==> src/rtl/ddsm_seq_ctrl_if.sv <==
// FCW request/accept handshake between the configuration side and the
// delta-sigma sequencing controller.
interface ddsm_seq_ctrl_if #(
    parameter int P_FCW_W = 24
);
    logic [P_FCW_W-1:0] i_fcw;
    logic               i_fcw_valid;
    logic               o_fcw_ready;

    modport master (
        output i_fcw,
        output i_fcw_valid,
        input  o_fcw_ready
    );

    modport slave (
        input  i_fcw,
        input  i_fcw_valid,
        output o_fcw_ready
    );
endinterface

==> src/rtl/ddsm_seq_ctrl.sv <==
// Sequencing controller for a MASH 1-1-1 delta-sigma modulator: start-up FSM,
// boundary-aligned FCW updates and a 15-bit LFSR LSB dither source.
module ddsm_seq_ctrl #(
    parameter int                 P_FCW_W      = 24,
    parameter int                 P_SETTLE     = 3,
    parameter int                 P_UPD_PERIOD = 16,
    parameter logic [P_FCW_W-1:0] P_FCW_RST    = '0
) (
    input  logic               i_clk,
    input  logic               i_rst_n,
    input  logic               i_en,
    ddsm_seq_ctrl_if.slave     cfg,
    input  logic               i_dither_en,
    output logic [P_FCW_W-1:0] o_fcw,
    output logic               o_acc_clr,
    output logic               o_acc_en,
    output logic               o_dither,
    output logic               o_div_valid,
    output logic [1:0]         o_state
);
    localparam int SET_W = (P_SETTLE > 1) ? $clog2(P_SETTLE) : 1;
    localparam int UPD_W = $clog2(P_UPD_PERIOD);
    localparam logic [SET_W-1:0] SET_LAST = SET_W'(P_SETTLE - 1);
    localparam logic [UPD_W-1:0] UPD_LAST = UPD_W'(P_UPD_PERIOD - 1);

    typedef enum logic [1:0] {
        S_IDLE  = 2'd0,
        S_FLUSH = 2'd1,
        S_WARM  = 2'd2,
        S_RUN   = 2'd3
    } state_t;

    state_t             state;
    state_t             state_nxt;
    logic [SET_W-1:0]   set_cnt;
    logic [UPD_W-1:0]   upd_cnt;
    logic [P_FCW_W-1:0] pend;
    logic               pend_v;
    logic [14:0]        lfsr;
    logic               xfer;
    logic               tick;

    assign cfg.o_fcw_ready = (state == S_IDLE) | ~pend_v;
    assign xfer            = cfg.i_fcw_valid & cfg.o_fcw_ready;
    assign tick            = (state == S_RUN) && (upd_cnt == UPD_LAST);
    assign o_state         = state;
    assign o_dither        = lfsr[0] & i_dither_en & o_acc_en;

    always_comb begin
        state_nxt = state;
        if (!i_en) begin
            state_nxt = S_IDLE;
        end else begin
            case (state)
                S_IDLE:  state_nxt = S_FLUSH;
                S_FLUSH: state_nxt = S_WARM;
                S_WARM:  if (set_cnt == SET_LAST) state_nxt = S_RUN;
                default: state_nxt = S_RUN;
            endcase
        end
    end

    always_ff @(posedge i_clk) begin
        if (!i_rst_n) begin
            state       <= S_IDLE;
            o_acc_clr   <= 1'b1;
            o_acc_en    <= 1'b0;
            o_div_valid <= 1'b0;
            set_cnt     <= '0;
            upd_cnt     <= '0;
            o_fcw       <= P_FCW_RST;
            pend        <= '0;
            pend_v      <= 1'b0;
            lfsr        <= 15'h0001;
        end else begin
            state       <= state_nxt;
            o_acc_clr   <= (state_nxt == S_IDLE) || (state_nxt == S_FLUSH);
            o_acc_en    <= (state_nxt == S_WARM) || (state_nxt == S_RUN);
            o_div_valid <= (state_nxt == S_RUN);

            set_cnt <= (state == S_WARM) ? set_cnt + SET_W'(1) : '0;

            if (state == S_RUN && state_nxt == S_RUN)
                upd_cnt <= (upd_cnt == UPD_LAST) ? '0 : upd_cnt + UPD_W'(1);
            else
                upd_cnt <= '0;

            // A word accepted on the cycle i_en drops is newer than any
            // pending one, so it wins on the way back to IDLE.
            if (state == S_IDLE) begin
                if (xfer) o_fcw <= cfg.i_fcw;
            end else if (state_nxt == S_IDLE) begin
                if (xfer)        o_fcw <= cfg.i_fcw;
                else if (pend_v) o_fcw <= pend;
                pend_v <= 1'b0;
            end else if (tick && pend_v) begin
                o_fcw  <= pend;
                pend_v <= 1'b0;
            end else if (xfer) begin
                pend   <= cfg.i_fcw;
                pend_v <= 1'b1;
            end

            if (o_acc_en && i_dither_en)
                lfsr <= {lfsr[13:0], lfsr[14] ^ lfsr[13]};
        end
    end
endmodule

==> src/flat_wrapper.sv <==
// flat-port wrapper written by rule: the top's interface ports become plain ports
module ddsm_seq_ctrl_flat 
#(
    parameter int                 P_FCW_W      = 24,
    parameter int                 P_SETTLE     = 3,
    parameter int                 P_UPD_PERIOD = 16,
    parameter logic [P_FCW_W-1:0] P_FCW_RST    = '0
)
  (i_clk, i_rst_n, i_en, i_dither_en, o_fcw, o_acc_clr, o_acc_en, o_dither, o_div_valid, o_state, cfg_i_fcw, cfg_i_fcw_valid, cfg_o_fcw_ready);
  ddsm_seq_ctrl_if #(.P_FCW_W(P_FCW_W)) cfg_i ();
  input  logic i_clk;
  input  logic i_rst_n;
  input  logic i_en;
  input  logic i_dither_en;
  output logic [P_FCW_W-1:0] o_fcw;
  output logic o_acc_clr;
  output logic o_acc_en;
  output logic o_dither;
  output logic o_div_valid;
  output logic [1:0] o_state;
  input wire logic [$bits(cfg_i.i_fcw)-1:0] cfg_i_fcw;
  input wire logic [$bits(cfg_i.i_fcw_valid)-1:0] cfg_i_fcw_valid;
  output wire logic [$bits(cfg_i.o_fcw_ready)-1:0] cfg_o_fcw_ready;
  assign cfg_i.i_fcw = cfg_i_fcw;
  assign cfg_i.i_fcw_valid = cfg_i_fcw_valid;
  assign cfg_o_fcw_ready = cfg_i.o_fcw_ready;
  ddsm_seq_ctrl #(.P_FCW_W(P_FCW_W), .P_SETTLE(P_SETTLE), .P_UPD_PERIOD(P_UPD_PERIOD), .P_FCW_RST(P_FCW_RST)) u_core (.i_clk(i_clk), .i_rst_n(i_rst_n), .i_en(i_en), .cfg(cfg_i), .i_dither_en(i_dither_en), .o_fcw(o_fcw), .o_acc_clr(o_acc_clr), .o_acc_en(o_acc_en), .o_dither(o_dither), .o_div_valid(o_div_valid), .o_state(o_state));
endmodule
==> config.mk <==
export PLATFORM = sky130hd
export DESIGN_NAME = ddsm_seq_ctrl_flat
export DESIGN_NICKNAME = d
export VERILOG_FILES = /design/src/rtl/ddsm_seq_ctrl_if.sv /design/src/rtl/ddsm_seq_ctrl.sv /design/src/flat_wrapper.sv
export SDC_FILE = /design/constraint.sdc
export NUM_CORES = 1
export LEC_CHECK = 0
export ABC_AREA = 1
export BUFFER_PORTS_ARGS = -buffer_cell sky130_fd_sc_hd__buf_2
export CAP_MARGIN = 20
export CORE_UTILIZATION = 50
export DETAILED_ROUTE_END_ITERATION = 6
export GPL_ROUTABILITY_DRIVEN = 0
export GPL_TIMING_DRIVEN = 0
export HOLD_SLACK_MARGIN = 0.12
export PLACE_DENSITY_LB_ADDON = 0.3
export SLEW_MARGIN = 10
export SYNTH_ARGS = -nofsm -noshare
export SYNTH_HDL_FRONTEND = slang
export SYNTH_SLANG_ARGS = --single-unit
==> constraint.sdc <==
create_clock -name i_clk -period 1.32 [get_ports i_clk]
set_input_delay 0.132 -clock i_clk [delete_from_list [all_inputs] [get_ports i_clk]]
set_output_delay 0.132 -clock i_clk [all_outputs]
set_load 0.05 [all_outputs]
==> results.toml <==
[cts]
cts-htree-levels = 3
cts_tree = "yes"
cts.clk_slew.worst_paths_ns = 0.08
root_buffer = "sky130_fd_sc_hd__clkbuf_8"
tritoncts.num_buffers = 9
cts_sinks = 75
clock_insertion_delay_worst_skew_ns = 0.36
cts-root-to-sink-buffers = 2

[detailed_routing]
finalWirelength_mm = 8.44
detailed_route_drc_error_count = 3
drt_first_pass_iters = 6
wl_met1_mm = 3.64
detail_route.vias_per_cell = 4.72
drt-initial-drc-count = 169
met2_wirelength_mm = 4.24
wl_per_cell_um = 11.8
top_layer_used = "met4"
route.vias.total = 3392
met3RoutedLength_um = 424
postRouteAntennaNets = 0

[final_layout]
layout.cells.most_common = "sky130_fd_sc_hd__nor2_1"
layout_common_cells = "sky130_fd_sc_hd__nor2_1 (146), sky130_fd_sc_hd__nand2_1 (111), sky130_fd_sc_hd__inv_1 (80)"
antennaDiodeCount = 0
final_layout_size_suffix_gt1_share_pct = 23.1
fin_util_pct = 72.8
finish.cell_count_without_fillers = 718
finish.net_count = 667
final_cell_area_um2 = 4700
post_synthesis_to_final_layout_area_growth_pct = 37.8

[logic_synthesis]
ys_types = 25
synth_seq_area_share_pct = 44.0
synthesis.instances = 532
synth-warning-count = 0
net_count_synth = 563
ys_ff_latch = 75
syn_avg_cell_area_um2 = 6.42
syn_area_um2 = 3410

[timing]
worst_hold_margin_ns = 0.135
tightest_slew_ns = 0.497
finalClockSkew_ns = 0.00839
layout_min_cycle_time_ns = 1.47
final_min_period_over_clock_period_pct = 111
setup_viol_count_final = 48
timing.slew.headroom_pct = 66.8
max_clock_freq_mhz = 681
slew_violations = 0
worst_slack_ns = -0.149
final_hold_viol_count = 0
setup_repair_after_global_routing_missed_its_margin = "true"

[die]
core.rowCount = 29
core_um2 = 6460
fp.dieH_um = 84.6
initial_core_util_pct = 52.9
design.die.area_um2 = 7160
top_level_ports = 60
die-width_um = 84.6

[global_route]
grt_overflow = 0
global_route.usage.total_pct = 23.4
grt_pass1_vias = 3115
antenna_found_initial = 0
grt_first_pass_wirelength_mm = 13.3
grt_start_max_net_pins = 13

[worst_setup_path]
critical_path.endpoint_type = "register"
critical_path_arrival_ns = 1.76
timing.critical_path.fanout_max = 10
worst_ep_required_time_ns = 1.61
critical_path.reg2reg.startpoint = "u_core.upd_cnt[1]"
worstSetupPathType = "register to register"
crit_slowest_cell = "sky130_fd_sc_hd__dfxtp_2"
startpoint = "u_core.upd_cnt[1]"
setup.worst_path.start_class = "register"
critical_path_s_largest_stage_delay_ns = 0.36
crit_chain = "ha_4 > nand2_4 > nor2_4 > nand3_4 > nand2_8 > nand2_8 > buf_8 > nand2_1 > nand2_1 > nor2_1"

[pwr]
ir_worst_vdd_mv = 0.688
p_comb_share_pct = 21.3
power-per-cell-area_nw_per_um2 = 1210
total_power_w = 0.00570
p_seq_share_pct = 43.0
p_leak_nw = 2.40
intPower_w = 0.00398
switchingPower_w = 0.00172
p_clk_share_pct = 35.7
power_switching_share_pct = 30.2

[place]
place.detailed.instances = 667
port_buffers = 58
placement.cell_area_um2 = 3910
dp_hpwl_mm = 5.01

[min_path]
hold_start = "i_rst_n"
worstHoldPathType = "input pin to register"

[run_status]
run_status = "finished with violations"
violated_checks = "design-rule violations, negative setup slack"

[run]
max_cap_violations = 0
## synthesized netlist by cell type
master	count	area [µm²]
sky130_fd_sc_hd__nand3_2	3	30.0
sky130_fd_sc_hd__nor2_1	154	578
sky130_fd_sc_hd__nand2_1	131	492
sky130_fd_sc_hd__nor2_2	1	6.26
sky130_fd_sc_hd__dfxtp_1	75	1500
sky130_fd_sc_hd__a21oi_1	4	20.0
sky130_fd_sc_hd__nor3b_1	1	7.51
sky130_fd_sc_hd__inv_2	3	11.3
sky130_fd_sc_hd__buf_1	1	3.75
sky130_fd_sc_hd__clkbuf_1	7	26.3
sky130_fd_sc_hd__o21a_1	1	7.51
sky130_fd_sc_hd__xnor2_1	1	8.76
sky130_fd_sc_hd__nand4_1	1	6.26
sky130_fd_sc_hd__nand3b_1	1	7.51
sky130_fd_sc_hd__buf_6	4	45.0
sky130_fd_sc_hd__a21oi_2	1	8.76
sky130_fd_sc_hd__nand2_4	3	33.8
sky130_fd_sc_hd__inv_1	81	304
sky130_fd_sc_hd__nor3_1	1	5.00
sky130_fd_sc_hd__buf_2	11	55.1
sky130_fd_sc_hd__ha_1	2	25.0
sky130_fd_sc_hd__nand2_2	1	6.26
sky130_fd_sc_hd__o21ai_0	16	80.1
sky130_fd_sc_hd__buf_4	2	15.0
sky130_fd_sc_hd__nand3_1	26	130
## critical path: cells and delay by family, from the launching register on
family,cells,cell delay (ns)
flip-flops,1,0.36
buffers and inverters,1,0.15
AND/OR/NAND/NOR,8,0.75
adder cells (fa/ha/maj),1,0.15
## sequential cells by signal, summed over array words and instances (netlist names)
| name | cells |
|---|---|
| u_core.o_fcw | 24 |
| u_core.pend | 24 |
| u_core.lfsr | 15 |
| u_core.upd_cnt | 4 |
| u_core.o_state | 2 |
| u_core.set_cnt | 2 |
| u_core.o_acc_clr | 1 |
| u_core.o_acc_en | 1 |
| u_core.o_div_valid | 1 |
| u_core.pend_v | 1 |
## per-stage QoR
stage	setup WS, ns	TNS [ns]
after floorplan	-0.0248	-0.527
after global placement	-0.170	-5.86
after detailed placement	-0.184	-6.56
after CTS	-0.147	-4.91
after global routing	-0.235	-9.10
final	-0.149	-4.38
## power by group through the flow
stage	combinational, W	clock (W)	sequential, W
2_1_floorplan	0.000516	0	0.00277
3_3_place_gp	0.00102	0	0.00249
3_5_place_dp	0.00103	0	0.00250
4_1_cts	0.00112	0.00204	0.00245
5_1_grt	0.00132	0.00215	0.00246
6_report	0.00121	0.00204	0.00245
## layer usage
metal  vias up  track usage [%]
met5         -                0
met2        87             40.2
met4         0             9.86
li1       1769                -
met1      1523             28.1
met3        13             5.60
## area by class of cell
type                            count  area [µm²]
Timing Repair Buffer               93         672
Multi-Input combinational cell    348        1660
Tap cell                           77        96.3
Clock inverter                      4        72.6
Fill cell                         498        1750
Clock buffer                       12         155
Inverter                           84         323
Buffer                             25         216
Sequential cell                    75        1510
## what timing repair did
| action | CTS | global route |
|---|---|---|
| endpoints found under the hold margin | 29 | 0 |
| cloned | 2 | 2 |
| resized for setup | 19 | 43 |
| buffers inserted | 4 | 1 |
| hold buffers | 26 | 0 |
| endpoints found under the setup margin | 51 | 54 |
| pin swaps | 7 | 18 |
## path summary, 6_finish.rpt
| path | endpoint | slack (ns) | depth (start not counted) |
|---|---|---|---|
| worst min-delay path | u_core.set_cnt[0] | 0.14 | 3 |
| worst max register to register | u_core.o_fcw[14] | -0.15 | 10 |
| worst min register to register | u_core.set_cnt[0] | 0.42 | 1 |
| worst max-delay path | u_core.o_fcw[14] | -0.15 | 10 |
## cells by family (layout without fill, tap and decap cells)
group                    count (synthesis)  count (layout)  synth area share (%)
AO/OA/AOI/OAI                           22              22                  3.41
AND/OR/NAND/NOR                        323             323                  38.1
XOR/XNOR                                 1               1                 0.257
adder cells (fa/ha/maj)                  2               2                 0.733
flip-flops                              75              75                  44.0
buffers and inverters                  109             218                  13.5
(Power assumes the default switching activity.)
